===== config.mk =====
export PLATFORM = sky130hd
export DESIGN_NAME = ahb_mem_if
export DESIGN_NICKNAME = d
export VERILOG_FILES = /design/src/rtl/ahb_pkg.sv /design/src/rtl/ahb_mem_if.sv
export SDC_FILE = /design/constraint.sdc
export NUM_CORES = 1
export LEC_CHECK = 0
export CELL_PAD_IN_SITES_DETAIL_PLACEMENT = 0
export CELL_PAD_IN_SITES_GLOBAL_PLACEMENT = 1
export CORE_UTILIZATION = 11
export DETAILED_ROUTE_END_ITERATION = 10
export PLACE_DENSITY = 0.81
export SYNTH_ARGS = -nofsm -noshare
export SYNTH_HDL_FRONTEND = slang
export SYNTH_SLANG_ARGS = --single-unit

===== constraint.sdc =====
create_clock -name clk -period 1.05 [get_ports clk]
set_input_delay 0.105 -clock clk [delete_from_list [all_inputs] [get_ports clk]]
set_output_delay 0.105 -clock clk [all_outputs]
set_load 0.005 [all_outputs]

===== src/rtl/ahb_pkg.sv =====
// ----------------------------------------------------------------------------
// ahb_pkg
// Shared AHB-Lite type definitions for the slave front end.
//   htrans_t       : transfer type encoding (IDLE/BUSY/NONSEQ/SEQ)
//   hresp_t        : response encoding (OKAY/ERROR)
//   hsize_t        : transfer size encoding
//   ahb_dp_state_t : data-phase state of the memory front end; the ERR1/ERR2
//                    states exist only when AHBMEM_ERR_EN is defined
//   max_hsize()    : largest legal HSIZE for a given memory word width
// Revision: 1.0 - initial release
// ----------------------------------------------------------------------------
`default_nettype none

package ahb_pkg;

  typedef enum logic [1:0] {
    IDLE   = 2'b00,
    BUSY   = 2'b01,
    NONSEQ = 2'b10,
    SEQ    = 2'b11
  } htrans_t;

  typedef enum logic {
    OKAY  = 1'b0,
    ERROR = 1'b1
  } hresp_t;

  typedef enum logic [2:0] {
    HSIZE_BYTE  = 3'b000,
    HSIZE_HALF  = 3'b001,
    HSIZE_WORD  = 3'b010,
    HSIZE_DWORD = 3'b011,
    HSIZE_4WORD = 3'b100,
    HSIZE_8WORD = 3'b101,
    HSIZE_16W   = 3'b110,
    HSIZE_32W   = 3'b111
  } hsize_t;

`ifdef AHBMEM_ERR_EN
  typedef enum logic [2:0] {
    DP_IDLE  = 3'd0,
    DP_WRITE = 3'd1,
    DP_READ  = 3'd2,
    DP_ERR1  = 3'd3,
    DP_ERR2  = 3'd4
  } ahb_dp_state_t;
`else
  typedef enum logic [2:0] {
    DP_IDLE  = 3'd0,
    DP_WRITE = 3'd1,
    DP_READ  = 3'd2
  } ahb_dp_state_t;
`endif

  // log2(data_width/8): the widest transfer the memory word can hold.
  function automatic logic [2:0] max_hsize(input int data_width);
    case (data_width)
      16:      return 3'd1;
      32:      return 3'd2;
      default: return 3'd0;
    endcase
  endfunction

endpackage

`default_nettype wire


===== src/rtl/ahb_mem_if.sv =====
// ----------------------------------------------------------------------------
// ahb_mem_if
// AHB-Lite slave front end for a synchronous memory with combinational read.
// Address phases are captured at the accepting edge; the following cycle is
// the data phase in which rdEn/wrEn/Addr/Datai drive the memory. Zero wait
// states. Optional macro AHBMEM_ERR_EN adds a two-cycle ERROR response for
// accesses outside the window or wider than the memory word.
// Ports:
//   clk, HRESET (async, active high)
//   AHB side : HSEL, HADDR, HTRANS, HWRITE, HSIZE, HREADY, HWDATA (in)
//              HRDATA, HREADYOUT, HRESP (out)
//   Memory   : rdEn, wrEn, Addr, Datai (out), Datao (in)
// Revision: 1.0 - initial release
// ----------------------------------------------------------------------------
`default_nettype none

module ahb_mem_if
  import ahb_pkg::*;
#(
  parameter int SLAVE_ADDRWIDTH = 8,
  parameter int SLAVE_DATAWIDTH = 8,
  parameter int HADDRWIDTH      = 32,
  parameter int HDATAWIDTH      = 32
) (
  input  logic                       clk,
  input  logic                       HRESET,
  input  logic                       HSEL,
  input  logic [HADDRWIDTH-1:0]      HADDR,
  input  logic [1:0]                 HTRANS,
  input  logic                       HWRITE,
  input  logic [2:0]                 HSIZE,
  input  logic                       HREADY,
  input  logic [HDATAWIDTH-1:0]      HWDATA,
  output logic [HDATAWIDTH-1:0]      HRDATA,
  output logic                       HREADYOUT,
  output logic                       HRESP,
  output logic                       rdEn,
  output logic                       wrEn,
  output logic [SLAVE_ADDRWIDTH-1:0] Addr,
  output logic [SLAVE_DATAWIDTH-1:0] Datai,
  input  logic [SLAVE_DATAWIDTH-1:0] Datao
);

  ahb_dp_state_t              state_q, state_d;
  logic [SLAVE_ADDRWIDTH-1:0] addr_q, addr_d;
  logic                       accept;

  // Bits of the bus that the memory front end never looks at (upper data
  // lanes, SEQ/NONSEQ distinction, and address/size when checking is off).
  logic unused_inputs;
  assign unused_inputs = ^{HTRANS[0], HWDATA, HADDR, HSIZE};

`ifdef AHBMEM_ERR_EN
  logic illegal;
  assign illegal = (|HADDR[HADDRWIDTH-1:SLAVE_ADDRWIDTH])
                 | (HSIZE > max_hsize(SLAVE_DATAWIDTH));
  // The first ERROR cycle holds HREADYOUT low, so no address phase can be
  // taken there even if HREADY is seen high.
  assign accept = HSEL & HREADY & HTRANS[1] & (state_q != DP_ERR1);
`else
  assign accept = HSEL & HREADY & HTRANS[1];
`endif

  always_comb begin
    state_d = DP_IDLE;
    addr_d  = addr_q;
    if (accept) begin
      addr_d  = HADDR[SLAVE_ADDRWIDTH-1:0];
      state_d = HWRITE ? DP_WRITE : DP_READ;
`ifdef AHBMEM_ERR_EN
      if (illegal) begin
        state_d = DP_ERR1;
      end
`endif
    end
`ifdef AHBMEM_ERR_EN
    if (state_q == DP_ERR1) begin
      state_d = DP_ERR2;
    end
`endif
  end

  always_ff @(posedge clk or posedge HRESET) begin
    if (HRESET) begin
      state_q <= DP_IDLE;
      addr_q  <= '0;
    end else begin
      state_q <= state_d;
      addr_q  <= addr_d;
    end
  end

  always_comb begin
    HREADYOUT = 1'b1;
    HRESP     = OKAY;
    rdEn      = (state_q == DP_READ);
    wrEn      = (state_q == DP_WRITE);
    Addr      = addr_q;
    HRDATA    = '0;
    Datai     = '0;
    if (state_q == DP_READ) begin
      HRDATA[SLAVE_DATAWIDTH-1:0] = Datao;
    end
    if (state_q == DP_WRITE) begin
      Datai = HWDATA[SLAVE_DATAWIDTH-1:0];
    end
`ifdef AHBMEM_ERR_EN
    if (state_q == DP_ERR1) begin
      HREADYOUT = 1'b0;
      HRESP     = ERROR;
    end
    if (state_q == DP_ERR2) begin
      HRESP = ERROR;
    end
`endif
  end

endmodule

`default_nettype wire


### Yosys cells after proc, flatten, opt, wreduce, memory -nomap -nowiden

Cells that the tools add are included.

* bits in registers: 11
* output and inout bits: 52
* word-level logic and storage cells: 10

* eq/ne operators: 2
* multiplexer cells: 4
* bitwise operators: 2

Operator list (count)
* 2-to-1 mux 8 bit: 2
* 2-to-1 mux 2 bit: 2
* equality test 3 x 1 -> 1 bit (second input constant): 1
* equality test 3 x 2 -> 1 bit (second input constant): 1
* AND 1 bit: 2

### Depth between registers and ports, before layout

Gate-level depths: netlist of run 1.

* depth after elaboration: 3
* mapped depth: 3
* mapped depth without buffers: 2

### Worst setup path after synthesis of run 1

OpenSTA, ideal clock, no wires.

* path kind: reg-to-output
* start point: register state_q[0]
* end point: output port Datai[0]
* arrival time: 0.765 ns
* data required time: 0.945 ns
* setup slack: 0.180 ns
* cell stages (with the launch flop): 4
* path buffers: 1
* path through: dfrtp_1 > nor2b_1 > buf_2 > and2_1

* word-level cells in the longest chain between the ends: 2

RTL lines
* start, declared: RTL line ahb_mem_if.sv:44 `ahb_dp_state_t state_q, state_d;`
* start signal, assigned: RTL line ahb_mem_if.sv:88 `state_q <= state_d;`
* equality test 3 x 1 -> 1 bit
* named net wrEn: RTL line ahb_mem_if.sv:38 `output logic wrEn,`
* 2-to-1 mux 8 bit: RTL line ahb_mem_if.sv:104 `if (state_q == DP_WRITE) begin`
* end, declared: RTL line ahb_mem_if.sv:40 `output logic [SLAVE_DATAWIDTH-1:0] Datai,`

The timed path passes the listed nets, and every way through them passes these cells.

### Final worst setup path of run 1

* start point: register state_q[0]
* end point: output port Datai[5]

* word-level cells in the longest chain between the ends: 2

RTL lines (RTL line)
* equality test 3 x 1 -> 1 bit: ahb_mem_if.sv:104
* 2-to-1 mux 8 bit: ahb_mem_if.sv:104

Every way passes these cells.

==> results.txt, run 1 <==
Failing checks: setup timing
Area grow syn2layout: 99.5%
Warnings, synthesis: 0
CTS tree: done
Adder-cell share of the synthesized area: 0
Multi-input logic area: 373 µm²
Max IR drop VDD: 0.672 mV
Unrepaired setup endpoints after global routing: true
Synth Area in Compound Gates: 0
GRT overflow: 0
CP Capture Type: primary output
WL/cell: 8.23 µm
# nets final: 217
Post-Syn Instances: 71
Drt first pass iters: 2
Maximum clock path buffer count: 2
Final period util: 1.27
Max H-tree Level: 1
CTS root buffer: clkbuf_8
Post-synth top area share: 0.358
Largest net degree at the start of global routing: 11
WL final: 1710 µm
FF+latch count, synth: 10
Critical path origin: state_q[0]
Crit-path slowest cell: dfrtp_1
Minimum clock period: 1340 ps
CTS sink cnt: 10
First-pass GRT wire length: 2260 µm
Die Height: 81.7 µm
Starting Density: 0.116
Seq/Total Area, Yosys: 0.358
GRT Total Usage: 0.0463
Crit-path cells: nor2b_4 > buf_6 > buf_6 > and2_4 > buf_6
Hold buffer count at cts: 0
Final Slew Violations: 0
Area contributors post-synth: dfrtp_1 36%, buf_4 28%, and2_1 14%, mux2_2 13%, nand3_4 2.5%
Row cnt: 28
Worst Path Max Fanout: 4
Starting DRT DRC Count: 5
Vias in the first global route: 506
CP startpoint kind: register
Die Wd: 81.7 µm
DR vias: 603
Worst path most repeated cell: buf_6
Fillcell total: 656
Initial antenna violation count: 0
Largest family of logic cells by synthesized area: buffers and inverters
Share of layout cells above drive strength 1: 0.398
Number of buffers created by CTS: 3
Worst skew pair latency: 240 ps
Final Hold Fails: 0
PortBufs: 55
Crit path DAT: 1230 ps
Diodes inserted: 0
Max incr delay on CP: 400 ps
Xor and xnor fraction of the mapped netlist area: 0
# IOs: 134
Leading area contributor after synthesis: dfrtp_1
Power per standard cell area: 879 nW/µm²
DP HPWL: 1320 µm
RD Place Congestion: 0.577
DIE AREA: 6670 µm²
Final setup violation count: 18
Syn Area/Cell: 9.83 µm²
Critical path type: reg2out
Maximum clock rate: 748 MHz
Worst R2R Start: Addr[6]
Outcome: complete, but fails checks
Post-synth design cell area: 698 µm²
Worst setup margin: -287 ps
HP Class: in2async
Crit path required time: 940 ps
Leakage: 0.000667 µW
Seq. cell area: 250 µm²
Total power: 1220 µW
Max Cap Viol: 0
Vias per cell: 2.90
Post-synthesis mux area share: 0.129
Post-route DRC: 0
Distinct cells, synth: 10
CTS clk-pin slew, worst paths: 40 ps
Worst hold slack: 150 ps
Simple-gate portion of the synthesized area: 0.197
Core area: 6030 µm²
Clk_skew: 0 ps
Remaining antenna violation count after routing: 0
-- routing by layer --
layer / global-route usage / part of all wire / vias to the layer above
met4: 0.0368 / 0.023 / 0
met5: 0 / 0 / -
met2: 0.0733 / 0.50 / 51
met3: 0.0189 / 0.14 / 3
li1: - / - / 288
met1: 0.0484 / 0.34 / 261
-- registers in the layout, indices dropped and copies added (netlist names) --
name     cells
Addr         8
state_q      2
-- kinds of logic after synthesis --
| kind of cell | after synthesis |
|---|---|
| mux | 8 |
| flops | 10 |
| simple gates | 21 |
| other cells | 2 |
| buf+inv | 30 |
-- cell usage in the layout (no fill, tap or decap) --
cell             count
clkdlybuf4s50_1     29
conb_1              26
buf_6               21
and2_4              13
dfrtp_1             10
mux2_2               8
dlygate4sd2_1        8
and2_1               3
clkbuf_8             3
buf_2                3
nor2b_4              2
inv_1                2
nor2_1               2
buf_4                2
nand3_4              1
-- final cells by class --
class                      instances  area share
tap                               75      0.0674
clock buffer                       3      0.0296
inverter                           2     0.00539
sequential                        10       0.180
multi-input combinational         55       0.268
timing repair buffer              63       0.450
-- final timing paths --
path                              end  slack [ps]  cells past startpoint
min in group clk           state_q[0]         420                      3
min                           Addr[7]         150                      2
max reg2reg                   Addr[6]         290                      1
max                          Datai[5]        -290                      5
max in group asynchronous  state_q[0]         630                      2
min reg2reg                   Addr[4]         500                      1
-- Yosys cell counts --
cell,n
and2_1,16
buf_2,2
buf_4,26
conb_1,2
dfrtp_1,10
inv_1,2
mux2_2,8
nand3_4,1
nor2_1,2
nor2b_1,2
-- power breakdown --
| part | total [µW] | leakage, µW | internal, µW | switching [µW] |
|---|---|---|---|---|
| Clock | 392 | 0.0000216 | 250 | 142 |
| Combinational | 353 | 0.000524 | 241 | 112 |
| Sequential | 479 | 0.000122 | 447 | 31.1 |
| Total | 1220 | 0.000667 | 938 | 286 |
-- metrics by stage --
| stage | area, µm² | worst slack (ps) | instances | TNS (ps) | util |
|---|---|---|---|---|---|
| after floorplan | 788 | 180 | 95 | 0 | - |
| after global placement | 1250 | -350 | 200 | -6300 | 0.207 |
| after detailed placement | 1250 | -337 | 200 | -6120 | 0.207 |
| after CTS | 1330 | -307 | 208 | -3830 | 0.221 |
| after global routing | 1390 | -328 | 208 | -4500 | 0.231 |
| final | 1390 | -287 | 208 | -3560 | 0.231 |
-- critical path, delay by kind of cell, from the launching register on --
| family | cells | cell delay (ps) |
|---|---|---|
| flops | 1 | 400 |
| buf+inv | 3 | 330 |
| simple gates | 2 | 270 |
-- repair_timing --
item / CTS / global route
resized for setup: 105 / 14
cloned: 2 / 0
setup endpoints to repair: 26 / 18
setup buffers: 3 / 0
pin swaps: 15 / 0
Note: power is estimated with default switching activity, not from simulation.
==> inputs of run 2 (changes only) <==
--- a/config.mk
+++ b/config.mk
@@ -9,7 +9,9 @@
 export CELL_PAD_IN_SITES_GLOBAL_PLACEMENT = 1
 export CORE_UTILIZATION = 11
 export DETAILED_ROUTE_END_ITERATION = 10
+export GPL_TIMING_DRIVEN = 0
 export PLACE_DENSITY = 0.81
+export RECOVER_POWER = 25
 export SYNTH_ARGS = -nofsm -noshare
 export SYNTH_HDL_FRONTEND = slang
 export SYNTH_SLANG_ARGS = --single-unit
==> run 2 against run 1 <==
  * The flow still finishes with violations (setup timing)
  * Fmax grew 0.13%
  * Worst hold slack gained 130 ps
  * Combinational power grew 23%
  * Critical path depth is the same
  * Sequential power is essentially flat
  * Critical endpoint is now HRDATA[5]
==> results.txt, run 2 (synthesis results as in run 1) <==
Outcome: complete, but fails checks
Failing checks: setup timing
Largest net degree at the start of global routing: 11
Unrepaired setup endpoints after global routing: true
CP Capture Type: primary output
Share of layout cells above drive strength 1: 0.519
Maximum clock path buffer count: 2
PortBufs: 55
Crit path required time: 940 ps
Final core occ: 0.274
HP Class: in2async
Area grow syn2layout: 136%
Core area: 6030 µm²
Max Cap Viol: 0
Worst setup margin: -285 ps
Final Slew Violations: 0
Critical path type: reg2out
RD Place Congestion: 0.650
Starting Density: 0.116
# IOs: 134
Leakage: 0.000835 µW
WL final: 1880 µm
Final setup violation count: 18
Worst skew pair latency: 240 ps
GRT Total Usage: 0.0524
Die Wd: 81.7 µm
CP startpoint kind: register
DIE AREA: 6670 µm²
Largest register FFs: 8
Vias in the first global route: 650
Commonest non-fill, non-tap cells in the layout: 28 x clkdlybuf4s50_1, 27 x buf_6, 26 x buf_4, 26 x conb_1, 15 x and2_4
DP Worst Slack: -362 ps
Row cnt: 28
Commonest non-fill, non-tap cell in the layout: clkdlybuf4s50_1
Minimum clock period: 1330 ps
Post-route DRC: 0
Vias per cell: 2.91
CTS clk-pin slew, worst paths: 50 ps
Maximum clock rate: 749 MHz
Max IR drop VDD: 0.798 mV
Worst Path Max Fanout: 3
Clk_skew: 0 ps
Crit path DAT: 1230 ps
CTS sink cnt: 10
Max H-tree Level: 1
Final Hold Fails: 0
CTS tree: done
# nets final: 245
CTS root buffer: clkbuf_8
Final period util: 1.27
Diodes inserted: 0
DR vias: 689
Number of buffers created by CTS: 3
Remaining antenna violation count after routing: 0
First-pass GRT wire length: 2720 µm
GRT overflow: 0
WL/cell: 7.94 µm
Starting DRT DRC Count: 5
Power per standard cell area: 844 nW/µm²
Initial antenna violation count: 0
Drt first pass iters: 2
Worst r2r path cells: 1
Die Height: 81.7 µm
==> run 2: cell types whose count changed in the layout (fill, tap and decap cells not counted) <==
cell | before | now
buf_6 | 21 | 27
clkbuf_8 | 3 | 4
and2_1 | 3 | 1
dlygate4sd3_1 | 0 | 1
and2_4 | 13 | 15
buf_2 | 3 | 1
clkdlybuf4s50_1 | 29 | 28
buf_4 | 2 | 26
==> run 2: cell type report <==
| class | instances | area [µm²] |
|---|---|---|
| repair buffers | 64 | 658 |
| fillers | 657 | 4380 |
| multi-input cells | 55 | 378 |
| inverters | 2 | 7.51 |
| plain buffers | 27 | 206 |
| clock buffers | 4 | 55.1 |
| flip-flops and latches | 10 | 250 |
| well taps | 75 | 93.8 |
==> run 2: what timing repair did <==
action                                  4_1_cts  5_1_grt
cloned                                        2        0
endpoints found under the setup margin       26       18
setup buffers                                 4        3
resized for setup                           110       21
hold buffers                                  0        0
pin swaps                                    15        1
==> run 2: path summary, 6_finish.rpt <==
kind                            startpoint          to  slack [ps]
worst max-delay path            state_q[1]   HRDATA[5]        -280
worst min-delay path                HRESET     Addr[7]         280
worst max register to register     Addr[0]     Addr[0]         290
worst min register to register     Addr[5]     Addr[5]         500
max in group asynchronous           HRESET  state_q[0]         490
min in group clk                    HWRITE  state_q[0]         420
==> run 2: power by group <==
group / leakage, µW / internal (µW) / switching (µW)
clock: 0.0000288 / 330 / 151
combinational: 0.000684 / 307 / 128
sequential: 0.000122 / 447 / 29.6
total: 0.000835 / 1080 / 308
==> run 2: metal layers <==
metal / part of all wire / up-vias / global-route usage
met5: 0 / - / 0
met3: 0.14 / 3 / 0.0144
met1: 0.35 / 287 / 0.0578
met4: 0.014 / 0 / 0.0211
li1: - / 348 / -
met2: 0.50 / 51 / 0.0942
==> run 2: worst max-delay path: stages (launching register included) <==
cell and delay (ps):
dfrtp_1 390, nor2b_4 150, buf_6 120, buf_6 110
and2_4 130, buf_6 110
==> run 2: through the flow <==
stage	instances	hold slack [ps]	instance area (µm²)	setup TNS (ps)	total power [µW]
after floorplan	95	-54.8	788	0	656
after global placement	225	405	1430	-6460	915
after detailed placement	225	419	1430	-6860	920
final	237	281	1650	-4430	1390
after global routing	237	349	1650	-5490	1470
after CTS	235	164	1550	-4570	1390
==> inputs of run 3 (changes only) <==
--- a/config.mk
+++ b/config.mk
@@ -15,3 +15,4 @@
 export SYNTH_ARGS = -nofsm -noshare
 export SYNTH_HDL_FRONTEND = slang
 export SYNTH_SLANG_ARGS = --single-unit
+export TNS_END_PERCENT = 5
==> run 3 against run 2 <==
  * The flow still finishes with violations (setup timing)
  * Flip-flop and latch count is the same
  * Clock skew unchanged
  * Highest routed layer unchanged
  * Die area did not move
  * Routed wire length fell by 1.6%
  * First-iteration DRC count rose by 20%
  * Non-clock buffer count down 2
  * Cell count shrank 0.84%
  * Design area is 7.1% lower
  * Sequential power about the same
  * Setup slack got worse by 24 ps
==> results.txt, run 3 (synthesis results as in run 1) <==
Outcome: complete, but fails checks
Failing checks: setup timing
Starting Density: 0.116
Commonest non-fill, non-tap cell in the layout: clkdlybuf4s50_1
HP Class: in2async
Crit path DAT: 1250 ps
# IOs: 134
GRT overflow: 0
Maximum clock rate: 736 MHz
Final Non-Filler Cells: 235
Fillcell total: 670
Drt first pass iters: 2
Crit path required time: 940 ps
Number of buffers created by CTS: 3
Die Wd: 81.7 µm
Crit-path slowest cell: dfrtp_1
Largest net degree at the start of global routing: 11
CP delay by family, top: flip-flops
Area grow syn2layout: 120%
PortBufs: 55
Max IR drop VDD: 0.796 mV
Final period util: 1.29
First-pass GRT wire length: 2700 µm
Crit-path cells: nor2b_4 > buf_6 > buf_6 > and2_4 > buf_6
Vias per cell: 2.88
WL/cell: 7.88 µm
DR vias: 676
CTS root buffer: clkbuf_8
Die Height: 81.7 µm
Share of layout cells above drive strength 1: 0.450
Initial antenna violation count: 0
Worst hold slack: 281 ps
Row cnt: 28
Minimum clock period: 1360 ps
Design Area, Final: 1530 µm²
CTS clk-pin slew, worst paths: 50 ps
CTS tree: done
Final Slew Violations: 0
Unrepaired setup endpoints after global routing: true
Max H-tree Level: 1
Clk_skew: 0 ps
Hold buffer count at cts: 0
DP Area: 1430 µm²
Starting DRT DRC Count: 6
Final core occ: 0.254
DIE AREA: 6670 µm²
Remaining antenna violation count after routing: 0
CP startpoint kind: register
Final setup violation count: 18
Post-route DRC: 0
CP Capture Type: primary output
Critical path type: reg2out
Max Cap Viol: 0
WL final: 1850 µm
Worst skew pair latency: 240 ps
Worst setup margin: -309 ps
Worst Path Max Fanout: 3
RD Place Congestion: 0.650
Vias in the first global route: 648
Core area: 6030 µm²
Leakage: 0.000801 µW
WP buf/inv: 3
Max incr delay on CP: 400 ps
Commonest non-fill, non-tap cells in the layout: 28 x clkdlybuf4s50_1, 26 x buf_4, 26 x conb_1, 14 x buf_6, 12 x buf_2
Cells after DPL: 225
Diodes inserted: 0
Worst path most repeated cell: buf_6
Maximum clock path buffer count: 2
Power per standard cell area: 894 nW/µm²
# nets final: 243
Largest register FFs: 8
GRT Total Usage: 0.0522
Final Hold Fails: 0
CTS sink cnt: 10
run 3: final cells by class:
type | instances | area [µm²] | area share
buffer | 28 | 218 | 0.142
clock buffer | 4 | 55.1 | 0.0359
inverter | 2 | 7.51 | 0.00490
multi-input combinational | 55 | 353 | 0.230
sequential | 10 | 250 | 0.163
tap | 75 | 93.8 | 0.0612
timing repair buffer | 61 | 556 | 0.362
run 3: worst paths after layout:
kind | start | endpoint | cells after the start | slack, ps
worst min register to register | Addr[5] | Addr[5] | 1 | 500
min in group clk | HWRITE | state_q[0] | 3 | 420
worst min-delay path | HRESET | Addr[7] | 2 | 280
worst max-delay path | state_q[1] | HRDATA[5] | 5 | -310
worst max register to register | Addr[0] | Addr[0] | 1 | 290
max in group asynchronous | HRESET | state_q[0] | 2 | 490
run 3: layer usage:
metal | vias to the layer above | GRT usage | part of all wire
li1 | 343 | - | -
met1 | 279 | 0.0571 | 0.36
met2 | 51 | 0.0942 | 0.49
met3 | 3 | 0.0144 | 0.14
met4 | 0 | 0.0211 | 0.015
met5 | - | 0 | 0
run 3: through the flow:
step,TNS (ps),power [µW],setup WS [ps]
floorplan,0,656,180
global placement,-6460,915,-349
detailed placement,-6860,920,-362
CTS,-4760,1390,-316
global route,-5610,1450,-373
finish,-4540,1370,-309
run 3: what timing repair did:
item,in CTS,in global routing
setup endpoints to repair,26,18
pin swaps,13,0
buffers inserted,4,0
gates cloned,2,0
resized for setup,103,4
run 3: where the power goes:
part | leakage, µW | switching (µW) | internal [µW] | total [µW]
Clock | 0.0000288 | 151 | 330 | 481
Combinational | 0.000650 | 122 | 290 | 413
Sequential | 0.000122 | 30.0 | 447 | 477
Total | 0.000801 | 304 | 1070 | 1370
